`src/rtl/cache_arb_pkg.sv`:
```
// Shared types and default widths for the I/D-cache refill read arbiter.
// Latency: n/a (declarations only).
// Backpressure: n/a.
package cache_arb_pkg;

  // Arbiter FSM: wait for a request, present the address, stream the burst
  typedef enum logic [1:0] {
    IDLE = 2'd0,
    ADDR = 2'd1,
    DATA = 2'd2
  } arb_state_t;

  localparam int M0_IDX = 0;  // I-cache refill master
  localparam int M1_IDX = 1;  // D-cache refill master

  localparam int ADDR_W = 32;
  localparam int DATA_W = 32;
  localparam int LEN_W  = 4;
  localparam int ID_W   = 4;

endpackage

```
`src/rtl/cache_arb_pick.sv`:
```
// Two-request picker; fixed priority (master 1 first) or round-robin when ARB_RR_EN is defined.
// Latency: combinational pick; the round-robin history register updates on the grant edge.
// Backpressure: none; the caller samples o_grant_idx only when it accepts a request.
module cache_arb_pick
  import cache_arb_pkg::*;
(
`ifdef ARB_RR_EN
  input  logic clk,
  input  logic rst_n,
  input  logic i_upd,
`endif
  input  logic i_req0,
  input  logic i_req1,
  output logic o_grant_idx
);

`ifdef ARB_RR_EN
  logic r_last_grant;

  // Remember which master won the most recent grant
  always_ff @(posedge clk or negedge rst_n) begin
    if (!rst_n) begin
      r_last_grant <= 1'b0;
    end else if (i_upd) begin
      r_last_grant <= o_grant_idx;
    end
  end

  // On contention the master that did not win last time goes first
  always_comb begin
    o_grant_idx = 1'(M0_IDX);
    if (i_req0 && i_req1) begin
      o_grant_idx = ~r_last_grant;
    end else if (i_req1) begin
      o_grant_idx = 1'(M1_IDX);
    end
  end
`else
  // D-cache refill always beats the I-cache refill on contention
  always_comb begin
    o_grant_idx = 1'(M0_IDX);
    if (i_req1) begin
      o_grant_idx = 1'(M1_IDX);
    end else if (i_req0) begin
      o_grant_idx = 1'(M0_IDX);
    end
  end
`endif

endmodule

```
`src/rtl/cache_rd_arbiter.sv`:
```
// Grants the shared burst read port to the I-cache (m0) or D-cache (m1) refill, one whole burst at a time.
// Latency: request to arvalid 1 cycle (registered); read data/valid/last/ready pass through combinationally.
// Backpressure: arvalid held until arready; rready mirrors the owner's rready. Optional ARB_RR_EN selects round-robin.
module cache_rd_arbiter #(
  parameter int ADDR_W = cache_arb_pkg::ADDR_W,
  parameter int DATA_W = cache_arb_pkg::DATA_W,
  parameter int LEN_W  = cache_arb_pkg::LEN_W,
  parameter int ID_W   = cache_arb_pkg::ID_W,
  parameter int M0_ID  = 0,
  parameter int M1_ID  = 1
) (
  input  logic              clk,
  input  logic              rst_n,
  // master 0: I-cache refill
  input  logic [ADDR_W-1:0] m0_araddr,
  input  logic [LEN_W-1:0]  m0_arlen,
  input  logic [2:0]        m0_arsize,
  input  logic              m0_arvalid,
  output logic              m0_arready,
  output logic [DATA_W-1:0] m0_rdata,
  output logic              m0_rlast,
  output logic              m0_rvalid,
  input  logic              m0_rready,
  // master 1: D-cache refill
  input  logic [ADDR_W-1:0] m1_araddr,
  input  logic [LEN_W-1:0]  m1_arlen,
  input  logic [2:0]        m1_arsize,
  input  logic              m1_arvalid,
  output logic              m1_arready,
  output logic [DATA_W-1:0] m1_rdata,
  output logic              m1_rlast,
  output logic              m1_rvalid,
  input  logic              m1_rready,
  // shared downstream read port
  output logic [ADDR_W-1:0] araddr,
  output logic [LEN_W-1:0]  arlen,
  output logic [2:0]        arsize,
  output logic [ID_W-1:0]   arid,
  output logic              arvalid,
  input  logic              arready,
  input  logic [DATA_W-1:0] rdata,
  input  logic [ID_W-1:0]   rid,
  input  logic              rlast,
  input  logic              rvalid,
  output logic              rready,
  // status
  output logic              len_err,
  output logic              busy
);
  import cache_arb_pkg::*;

  arb_state_t        r_state;
  arb_state_t        w_state_nxt;
  logic              r_grant;
  logic [ADDR_W-1:0] r_araddr;
  logic [LEN_W-1:0]  r_arlen;
  logic [2:0]        r_arsize;
  logic [ID_W-1:0]   r_arid;
  logic [LEN_W-1:0]  r_beat_cnt;
  logic              r_beat_ovf;
  logic              r_len_err;

  logic              w_any_req;
  logic              w_grant_idx;
  logic              w_take;
  logic              w_sel_rready;
  logic              w_r_hs;

  assign w_any_req    = m0_arvalid | m1_arvalid;
  assign w_take       = (r_state == IDLE) & w_any_req;
  assign w_sel_rready = (r_grant == 1'(M1_IDX)) ? m1_rready : m0_rready;
  assign w_r_hs       = (r_state == DATA) & rvalid & w_sel_rready;

  cache_arb_pick u_pick (
`ifdef ARB_RR_EN
    .clk         (clk),
    .rst_n       (rst_n),
    .i_upd       (w_take),
`endif
    .i_req0      (m0_arvalid),
    .i_req1      (m1_arvalid),
    .o_grant_idx (w_grant_idx)
  );

  // FSM state register
  always_ff @(posedge clk or negedge rst_n) begin
    if (!rst_n) begin
      r_state <= IDLE;
    end else begin
      r_state <= w_state_nxt;
    end
  end

  // Next state plus handshake steering; nothing reaches a master outside its own phase
  always_comb begin
    w_state_nxt = r_state;
    arvalid     = 1'b0;
    rready      = 1'b0;
    m0_arready  = 1'b0;
    m1_arready  = 1'b0;
    m0_rvalid   = 1'b0;
    m1_rvalid   = 1'b0;
    m0_rlast    = 1'b0;
    m1_rlast    = 1'b0;
    case (r_state)
      IDLE: begin
        if (w_any_req) begin
          w_state_nxt = ADDR;
        end
      end
      ADDR: begin
        arvalid = 1'b1;
        if (r_grant == 1'(M1_IDX)) begin
          m1_arready = arready;
        end else begin
          m0_arready = arready;
        end
        if (arready) begin
          w_state_nxt = DATA;
        end
      end
      DATA: begin
        rready = w_sel_rready;
        if (r_grant == 1'(M1_IDX)) begin
          m1_rvalid = rvalid;
          m1_rlast  = rlast;
        end else begin
          m0_rvalid = rvalid;
          m0_rlast  = rlast;
        end
        if (w_r_hs && rlast) begin
          w_state_nxt = IDLE;
        end
      end
      default: begin
        w_state_nxt = IDLE;
      end
    endcase
  end

  // Latch the winning request, count beats and flag malformed bursts
  always_ff @(posedge clk or negedge rst_n) begin
    if (!rst_n) begin
      r_grant    <= 1'b0;
      r_araddr   <= '0;
      r_arlen    <= '0;
      r_arsize   <= '0;
      r_arid     <= '0;
      r_beat_cnt <= '0;
      r_beat_ovf <= 1'b0;
      r_len_err  <= 1'b0;
    end else begin
      if (w_take) begin
        r_grant <= w_grant_idx;
        if (w_grant_idx == 1'(M1_IDX)) begin
          r_araddr <= m1_araddr;
          r_arlen  <= m1_arlen;
          r_arsize <= m1_arsize;
          r_arid   <= ID_W'(M1_ID);
        end else begin
          r_araddr <= m0_araddr;
          r_arlen  <= m0_arlen;
          r_arsize <= m0_arsize;
          r_arid   <= ID_W'(M0_ID);
        end
      end
      if (r_state == ADDR && arready) begin
        r_beat_cnt <= '0;
        r_beat_ovf <= 1'b0;
      end
      // The counter holds the index of the beat being accepted, so on the
      // final beat it equals arlen and never wraps; extra non-last beats
      // past arlen are remembered in r_beat_ovf instead.
      if (w_r_hs) begin
        if (rlast) begin
          if (r_beat_ovf || (r_beat_cnt != r_arlen) || (rid != r_arid)) begin
            r_len_err <= 1'b1;
          end
        end else if (r_beat_cnt == r_arlen) begin
          r_beat_ovf <= 1'b1;
        end else begin
          r_beat_cnt <= r_beat_cnt + 1'b1;
        end
      end
    end
  end

  assign araddr   = r_araddr;
  assign arlen    = r_arlen;
  assign arsize   = r_arsize;
  assign arid     = r_arid;
  assign m0_rdata = rdata;
  assign m1_rdata = rdata;
  assign len_err  = r_len_err;
  assign busy     = (r_state != IDLE);

endmodule
```
`config.mk`:
```
export PLATFORM = sky130hd
export DESIGN_NAME = cache_rd_arbiter
export DESIGN_NICKNAME = d
export VERILOG_FILES = /design/src/rtl/cache_arb_pkg.sv /design/src/rtl/cache_arb_pick.sv /design/src/rtl/cache_rd_arbiter.sv
export SDC_FILE = /design/constraint.sdc
export NUM_CORES = 1
export LEC_CHECK = 0
export BUFFER_PORTS_ARGS = -buffer_cell sky130_fd_sc_hd__buf_2
export CORE_AREA = 2 2 94 96
export DETAILED_ROUTE_END_ITERATION = 8
export DIE_AREA = 0 0 96 98
export GPL_ROUTABILITY_DRIVEN = 0
export GPL_TIMING_DRIVEN = 0
export PLACE_DENSITY = 0.72
export SLEW_MARGIN = 5
export SYNTH_ARGS = -nofsm -noshare
export SYNTH_HDL_FRONTEND = slang
export SYNTH_SLANG_ARGS = --single-unit
```
`constraint.sdc`:
```
create_clock -name clk -period 1.77 [get_ports clk]
set_clock_uncertainty 0.05 [all_clocks]
set_input_delay 0.354 -clock clk [delete_from_list [all_inputs] [get_ports clk]]
set_output_delay 0.354 -clock clk [all_outputs]
set_load 0.05 [all_outputs]
```
==> results of run 1 <==
Yosys cell counts, drive strengths merged:
master,count
ha,1
a31o,2
nor3,1
nand3,2
nand2b,3
mux2i,40
and2b,1
nand3b,1
a22o,1
nor2b,2
buf,76
o211ai,3
inv,4
nand2,3
a211oi,1
a21o,2
o21ai,4
a21oi,40
clkbuf,6
and3,2
conb,1
nor4,2
o21a,1
xnor2,1
xor2,5
nor2,45
or3,1
dfrtp,48
worst max path at each step:
stage                         startpoint                   to  slack [ps]  depth (start not counted)
floorplan           arlen[1]$_DFFE_PN0P_  len_err$_DFFE_PN0P_          20                          4
global placement     r_grant$_DFFE_PN0P_               rready         -50                          3
detailed placement   r_grant$_DFFE_PN0P_               rready         -70                          3
CTS                  r_grant$_DFFE_PN0P_               rready         -20                          3
global route         r_grant$_DFFE_PN0P_               rready         -70                          3
finish               r_grant$_DFFE_PN0P_               rready         -20                          3
final cells by class:
type,count,area (µm²)
Tap cell,108,135
Fill cell,817,4180
Sequential cell,48,1200
Multi-Input combinational cell,167,1130
Clock inverter,2,16.3
Buffer,82,583
Timing Repair Buffer,212,1120
Inverter,4,17.5
Clock buffer,6,72.6
power by group:
| group | internal, mW | switching (mW) | total, mW |
|---|---|---|---|
| Clock | 0.282 | 0.369 | 0.651 |
| Combinational | 1.23 | 3.25 | 4.48 |
| Sequential | 1.60 | 0.336 | 1.94 |
| Total | 3.11 | 3.95 | 7.07 |
layer usage:
metal	global-route usage (%)	vias up
li1	-	1370
met2	30.2	135
met1	18.3	1237
met5	0	-
met4	2.97	0
met3	3.78	5
state kept, by name (all words and copies together), names as in the netlist:
register and cells:
len_err 1, r_beat_ovf 1, arlen 4, arsize 3, araddr 32, r_grant 1
r_beat_cnt 4, r_state 2
timing repair:
| action | 4_1_cts | 5_1_grt |
|---|---|---|
| buffers inserted | 4 | 5 |
| setup endpoints to repair | 26 | 44 |
| pin swaps | 0 | 1 |
| resized for setup | 15 | 20 |
| hold buffers | 0 | 0 |
logic make-up after synthesis:
logic type / synth area share [%]
buffers and inverters: 20.6
adder cells (fa/ha/maj): 0.438
flip-flops: 42.0
XOR/XNOR: 1.84
AND/OR/NAND/NOR: 10.3
AO/OA/AOI/OAI: 10.6
other: 0.131
multiplexers: 14.0
cell usage in the layout, fill, tap and decap left out, drive strengths merged, types with 2 or more instances in the layout:
cell    netlist  layout
clkbuf        6      13
nor2b         2       2
nor4          2       2
a21oi        40      40
nand2         3       3
inv           4       4
nand2b        3       3
a21o          2       2
a31o          2       2
and3          2       2
o211ai        3       3
nand3         2       2
nor2         45      45
conb          1       3
buf          76     287
dfrtp        48      48
xor2          5       5
mux2i        40      40
o21ai         4       4
per-stage QoR:
| step | utilization [%] | instances | setup TNS [ps] | area (µm²) |
|---|---|---|---|---|
| 3_3_place_gp | 47.7 | 612 | -484 | 4040 |
| 4_1_cts | 49.6 | 624 | -18.9 | 4200 |
| 2_1_floorplan | - | 301 | 0 | 2890 |
| 5_1_grt | 50.6 | 629 | -173 | 4280 |
| 6_report | 50.6 | 629 | -17.8 | 4280 |
| 3_5_place_dp | 47.7 | 612 | -586 | 4040 |
worst max-delay path: cells and delay by family, from the launching register on:
kind | cells | cell delay (ps)
DFF | 1 | 440
muxes | 1 | 260
and+or+nand+nor | 1 | 240
buffers and inverters | 1 | 150
==> impl_metrics.toml, run 1 <==
[clock_tree]
htree_levels = 2
clkSlewWorstSetupHoldPaths_ps = 90
cts_tree = "yes"
clock_sinks = 48
cts-root-buf = "clkbuf_8"
numCtsBuffers = 5
clk_latency_ps = 300
clockBufferDepth = 2

[timing]
min_period_ps = 1790
relSlewSlack_pct = 29.3
setup_slack_ps = -17.8
max_freq_mhz = 559
rsz0062_at_grt = "true"
tightest_slew_ps = 1060
setup_violations = 1
final_hold_viol_count = 0
drv_slew = 0
period_share_pct = 101
whs_ps = 188

[global_route]
grt_max_degree = 49
grt_usage_pct = 16.1
grt_antenna_before_repair = 0
grt_pass1_vias = 2631
overflow = 0
grt_pass1_wl_mm = 12.2

[yosys]
synth_top_cell_by_area = "dfrtp_1"
synth_cell_types = 31
synth_cells = 299
seq_area_frac_synth_pct = 42.0
yosysWarnings = 0
yosys-top-cells-area = "dfrtp_1, buf_4, mux2i_1"
syn_area_um2 = 2860
synth_top_area_share_pct = 42.0
synth-seq-cells = 48
avgSynthCellArea_um2 = 9.56

[worst_setup_path]
path_cells = "mux2i_4 > and2b_2 > buf_6"
startpoint_type = "register"
crit_path_max_incr_delay_ps = 440
r2r_slack_ps = 100
cp_max_fo = 4
cp.arrival_ps = 1380
required_ps = 1370
critPathKind = "register to primary output"
r2r-start = "r_state[0]$_DFFE_PN0P_"
cp_slowest_cell = "dfrtp_2"
r2r_end = "r_beat_cnt[2]$_DFF_PN0_"
worst-r2r-cell-count = 5
cp-end-kind = "primary output"

[floorplanning]
coreArea_um2 = 8470
rows = 34
start_util_pct = 33.8
fp.dieH_um = 98
die_area_um2 = 9410
die_x_um = 96
ioPinCount = 240

[route]
topRoutingLayerUsed = "met4"
wl_per_cell_um = 12.7
wl_met3_um = 758
postRouteAntennaNets = 0
wl_met1_mm = 3.04
via_per_inst = 4.37
wl_met2_mm = 4.11
drtIter0Drc = 70
first_pass_iters = 4
num_vias = 2747
post-route-drc-count = 0
wl_mm = 7.97

[final_layout]
antenna_cells_inserted = 0
area.growth.synth_to_final_pct = 49.8
nNetsFinal = 644
drive_above_1_share_pct = 60.8

[run_status]
violations = "negative setup slack"
status = "finished, violations left"

[job]
maxCapViolations = 0

[placement]
io_buffers = 203
dp.final_hpwl_mm = 6.32
dp_worst_setup_slack_ps = -65.6

[pwr]
p_total_mw = 7.07
max-vdd-ir-drop_v = 0.00108
cellPowerDensity_nw_per_um2 = 1650
p_leak_nw = 2.33

[worst_hold_path]
worstHoldPathType = "input pin to async pin"
No activity file was read; power rests on OpenSTA's default activity.
==> run 2: changes to the inputs <==
CELL_PAD_IN_SITES_DETAIL_PLACEMENT = 0   (was not set)
CELL_PAD_IN_SITES_GLOBAL_PLACEMENT = 1   (was not set)
CORE_AREA = not set   (was 2 2 94 96)
CORE_MARGIN = 2   (was not set)
CORE_UTILIZATION = 26   (was not set)
DIE_AREA = not set   (was 0 0 96 98)
PLACE_DENSITY = 0.79   (was 0.72)
==> impl_metrics.toml, run 2 (synthesized netlist as in run 1, its figures left out) <==
[run_status]
status = "finished, final reports clean"

[global_route]
grt_pass1_wl_mm = 12.5
grt_pass1_vias = 2582
grt_usage_pct = 13.4
grt_antenna_before_repair = 0
grt_max_degree = 49
overflow = 0

[timing]
tightest_slew_ps = 1110
whs_ps = 223
min_period_ps = 1760
period_share_pct = 99.7
setup_violations = 0
final_hold_viol_count = 0
rsz0062_at_grt = "true"
drv_slew = 0
relSlewSlack_pct = 25.7
max_freq_mhz = 567
setup_slack_ps = 5.21

[placement]
dp.final_hpwl_mm = 6.58
dp_worst_setup_slack_ps = -83.6
io_buffers = 203
placed_cell_area_um2 = 4080

[final_layout]
multi_input_area_um2 = 1130
final_core_util_pct = 39.6
layout_common_cells = "buf_2, buf_4, dfrtp_1"
antenna_cells_inserted = 0
regArea_um2 = 1200
nFillCells = 1119
area.growth.synth_to_final_pct = 49.6
largest_register_ffs = 32
nNetsFinal = 638
drive_above_1_share_pct = 60.5
final_area_um2 = 4280
layout_commonest_cell = "buf_2"

[worst_setup_path]
cp-end-kind = "primary output"
crit_path_max_incr_delay_ps = 430
cp_slowest_cell = "dfrtp_2"
critPathKind = "register to primary output"
worst-path-buf-inv = 1
cp.arrival_ps = 1360
required_ps = 1370
r2r_slack_ps = 90
path_cells = "nor2b_2 > and3_2 > buf_4"
startpoint_type = "register"
cp_max_fo = 4
crit_family = "simple AND/OR/NAND/NOR gates"

[route]
first_pass_iters = 4
wl_per_cell_um = 12.6
num_vias = 2762
post-route-drc-count = 0
wl_mm = 8.25
via_per_inst = 4.22
drtIter0Drc = 56
postRouteAntennaNets = 0

[floorplanning]
fp.dieH_um = 109
die_x_um = 109
start_util_pct = 26.5
die_area_um2 = 11800
coreArea_um2 = 10800
rows = 38
ioPinCount = 240

[pwr]
p_total_mw = 7.03
p_leak_nw = 2.31
max-vdd-ir-drop_v = 0.00113
cellPowerDensity_nw_per_um2 = 1640

[clock_tree]
cts-root-buf = "clkbuf_8"
cts_tree = "yes"
numCtsBuffers = 5
clkSlewWorstSetupHoldPaths_ps = 90
clockBufferDepth = 2
clock_sinks = 48
htree_levels = 2
postCtsHoldBufs = 0
clk_latency_ps = 290

[job]
maxCapViolations = 0

[worst_hold_path]
worstHoldPathType = "input pin to async pin"
[run 2: layer usage]
metal,wire length [µm],global-route usage [%],vias up
li1,-,-,1357
met1,3440,16.4,1257
met2,4060,23.8,146
met3,715,3.11,2
met4,29,3.11,0
met5,0,0,-
[run 2: area by class of cell]
class	count	share of cell area (%)
clock buffer	7	2.25
inverter	4	0.351
tap	140	4.10
multi-input combinational	167	26.3
buffer	82	13.6
timing repair buffer	206	25.1
sequential	48	28.2
[run 2: worst paths after layout]
path	end	start	depth (start not counted)
min in group clk	araddr[0]$_DFFE_PN0P_	m0_araddr[0]	3
worst max register to register	r_beat_cnt[2]$_DFF_PN0_	r_state[0]$_DFFE_PN0P_	5
worst min-delay path	arlen[1]$_DFFE_PN0P_	rst_n	1
worst max-delay path	m1_rlast	r_state[1]$_DFFE_PN0P_	3
max in group asynchronous	r_state[0]$_DFFE_PN0P_	rst_n	1
worst min register to register	len_err$_DFFE_PN0P_	len_err$_DFFE_PN0P_	1
[run 2: worst register-to-register path, cell delays in order (launching register included)]
cell      delay [ps]
dfrtp_2          440
nand3b_1         250
buf_4            190
nor3_1           220
nand2b_1         170
a31o_2           260
[run 2: metrics by stage]
| stage | instances | TNS, ps |
|---|---|---|
| global route | 654 | -197 |
| CTS | 653 | -37.8 |
| floorplan | 301 | 0 |
| global placement | 644 | -391 |
| finish | 654 | 0 |
| detailed placement | 644 | -629 |
[run 2: report_power, final]
group	internal, mW	switching (mW)	leakage (nW)
Sequential	1.60	0.333	0.541
Clock	0.349	0.355	0.0503
Combinational	1.17	3.23	1.72
Total	3.11	3.92	2.31
[run 2: what timing repair did]
action	4_1_cts	5_1_grt
resized for setup	16	15
setup endpoints to repair	20	37
setup buffers	2	1
==> run 3: changes to the inputs <==
ABC_AREA = 0   (was not set)
PLACE_DENSITY = not set   (was 0.79)
PLACE_DENSITY_LB_ADDON = 0.1   (was not set)
==> impl_metrics.toml, run 3 (synthesized netlist as in run 1, its figures left out) <==
[run_status]
status = "finished, final reports clean"

[pwr]
p_leak_nw = 2.31
max-vdd-ir-drop_v = 0.000763
p_total_mw = 6.99
cellPowerDensity_nw_per_um2 = 1630

[final_layout]
drive_above_1_share_pct = 59.9
area.growth.synth_to_final_pct = 49.6
final_area_um2 = 4280
multi_input_area_um2 = 1120
layout_common_cells = "buf_2, buf_4, dfrtp_1"
largest_register_ffs = 32
antenna_cells_inserted = 0
regArea_um2 = 1200
nNetsFinal = 639
layout_commonest_cell = "buf_2"
nFillCells = 1140

[global_route]
overflow = 0
grt_usage_pct = 12.8
grt_pass1_vias = 2517
grt_antenna_before_repair = 0
grt_pass1_wl_mm = 12.0
grt_max_degree = 49

[floorplanning]
die_x_um = 109
die_area_um2 = 11800
rows = 38
coreArea_um2 = 10800
ioPinCount = 240
fp.dieH_um = 109
start_util_pct = 26.5

[worst_setup_path]
path_cells = "mux2i_4 > and2b_2 > buf_6"
cp.arrival_ps = 1350
critPathKind = "register to primary output"
cp_max_fo = 4
cp_slowest_cell = "dfrtp_2"
worst-path-buf-inv = 1
required_ps = 1370
cp-end-kind = "primary output"
startpoint_type = "register"
crit_family = "flip-flops"
crit_path_max_incr_delay_ps = 440

[timing]
tightest_slew_ps = 1100
setup_slack_ps = 18.7
max_freq_mhz = 571
rsz0062_at_grt = "true"
relSlewSlack_pct = 26.9
period_share_pct = 98.9
setup_violations = 0
final_hold_viol_count = 0
drv_slew = 0
whs_ps = 215
min_period_ps = 1750

[placement]
dp_worst_setup_slack_ps = -17.0
placed_cell_area_um2 = 4080
dp.final_hpwl_mm = 6.28
io_buffers = 203

[route]
first_pass_iters = 4
wl_mm = 7.92
wl_met2_mm = 3.80
wl_per_cell_um = 12.1
via_per_inst = 4.16
post-route-drc-count = 0
drtIter0Drc = 68
num_vias = 2726
wl_met1_mm = 3.26
wl_met3_um = 802
postRouteAntennaNets = 0
topRoutingLayerUsed = "met4"

[clock_tree]
clkSlewWorstSetupHoldPaths_ps = 80
cts-root-buf = "clkbuf_8"
cts_tree = "yes"
htree_levels = 2
clock_sinks = 48
postCtsHoldBufs = 0
clockBufferDepth = 2
clk_latency_ps = 290
numCtsBuffers = 5

[job]
maxCapViolations = 0

[worst_hold_path]
worstHoldPathType = "input pin to async pin"
run 3: power breakdown:
group	total, mW	internal [mW]	switching, mW
clock network	0.666	0.319	0.347
logic	4.41	1.17	3.24
registers	1.91	1.60	0.311
run 3: per-layer routing:
layer | GRT usage [%] | vias up
met5 | 0 | -
met4 | 2.75 | 0
met3 | 3.77 | 4
met2 | 22.5 | 141
met1 | 15.4 | 1218
li1 | - | 1363
run 3: worst reg2reg max path: cells and delay by family, from the launching register on:
kind | cells | cell delay, ps
DFF | 1 | 450
AOI/OAI and AO/OA | 1 | 260
xor gates and xnor gates | 1 | 190
and+or+nand+nor | 2 | 620
run 3: cell type report:
type,instances,share of cell area [%]
multi-input cells,167,26.3
flip-flops and latches,48,28.1
clock buffers,8,2.11
repair buffers,207,25.4
inverters,4,0.351
well taps,140,4.10
plain buffers,82,13.6
run 3: metrics by stage:
step | TNS (ps) | utilization, % | std cells
final | 0 | 39.6 | 656
after global routing | -153 | 39.6 | 656
after CTS | -7.54 | 39.3 | 655
after detailed placement | -21.1 | 37.8 | 644
after global placement | -18.9 | 37.8 | 644
after floorplan | 0 | - | 301
run 3: final timing paths:
check,startpoint,end,slack [ps],cells past startpoint
max in group asynchronous,rst_n,r_state[1]$_DFFE_PN0P_,720,1
setup reg to reg,r_beat_cnt[0]$_DFF_PN0_,len_err$_DFFE_PN0P_,110,4
hold reg to reg,len_err$_DFFE_PN0P_,len_err$_DFFE_PN0P_,420,1
hold / removal,rst_n,araddr[23]$_DFFE_PN0P_,210,1
min in group clk,m0_arsize[1],arsize[1]$_DFFE_PN0P_,300,3
setup / recovery,r_grant$_DFFE_PN0P_,rready,20,3
run 3: repair_timing:
item | 4_1_cts | 5_1_grt
pin swaps | 0 | 1
buffers inserted | 3 | 1
endpoints found under the setup margin | 14 | 35
resized for setup | 15 | 17
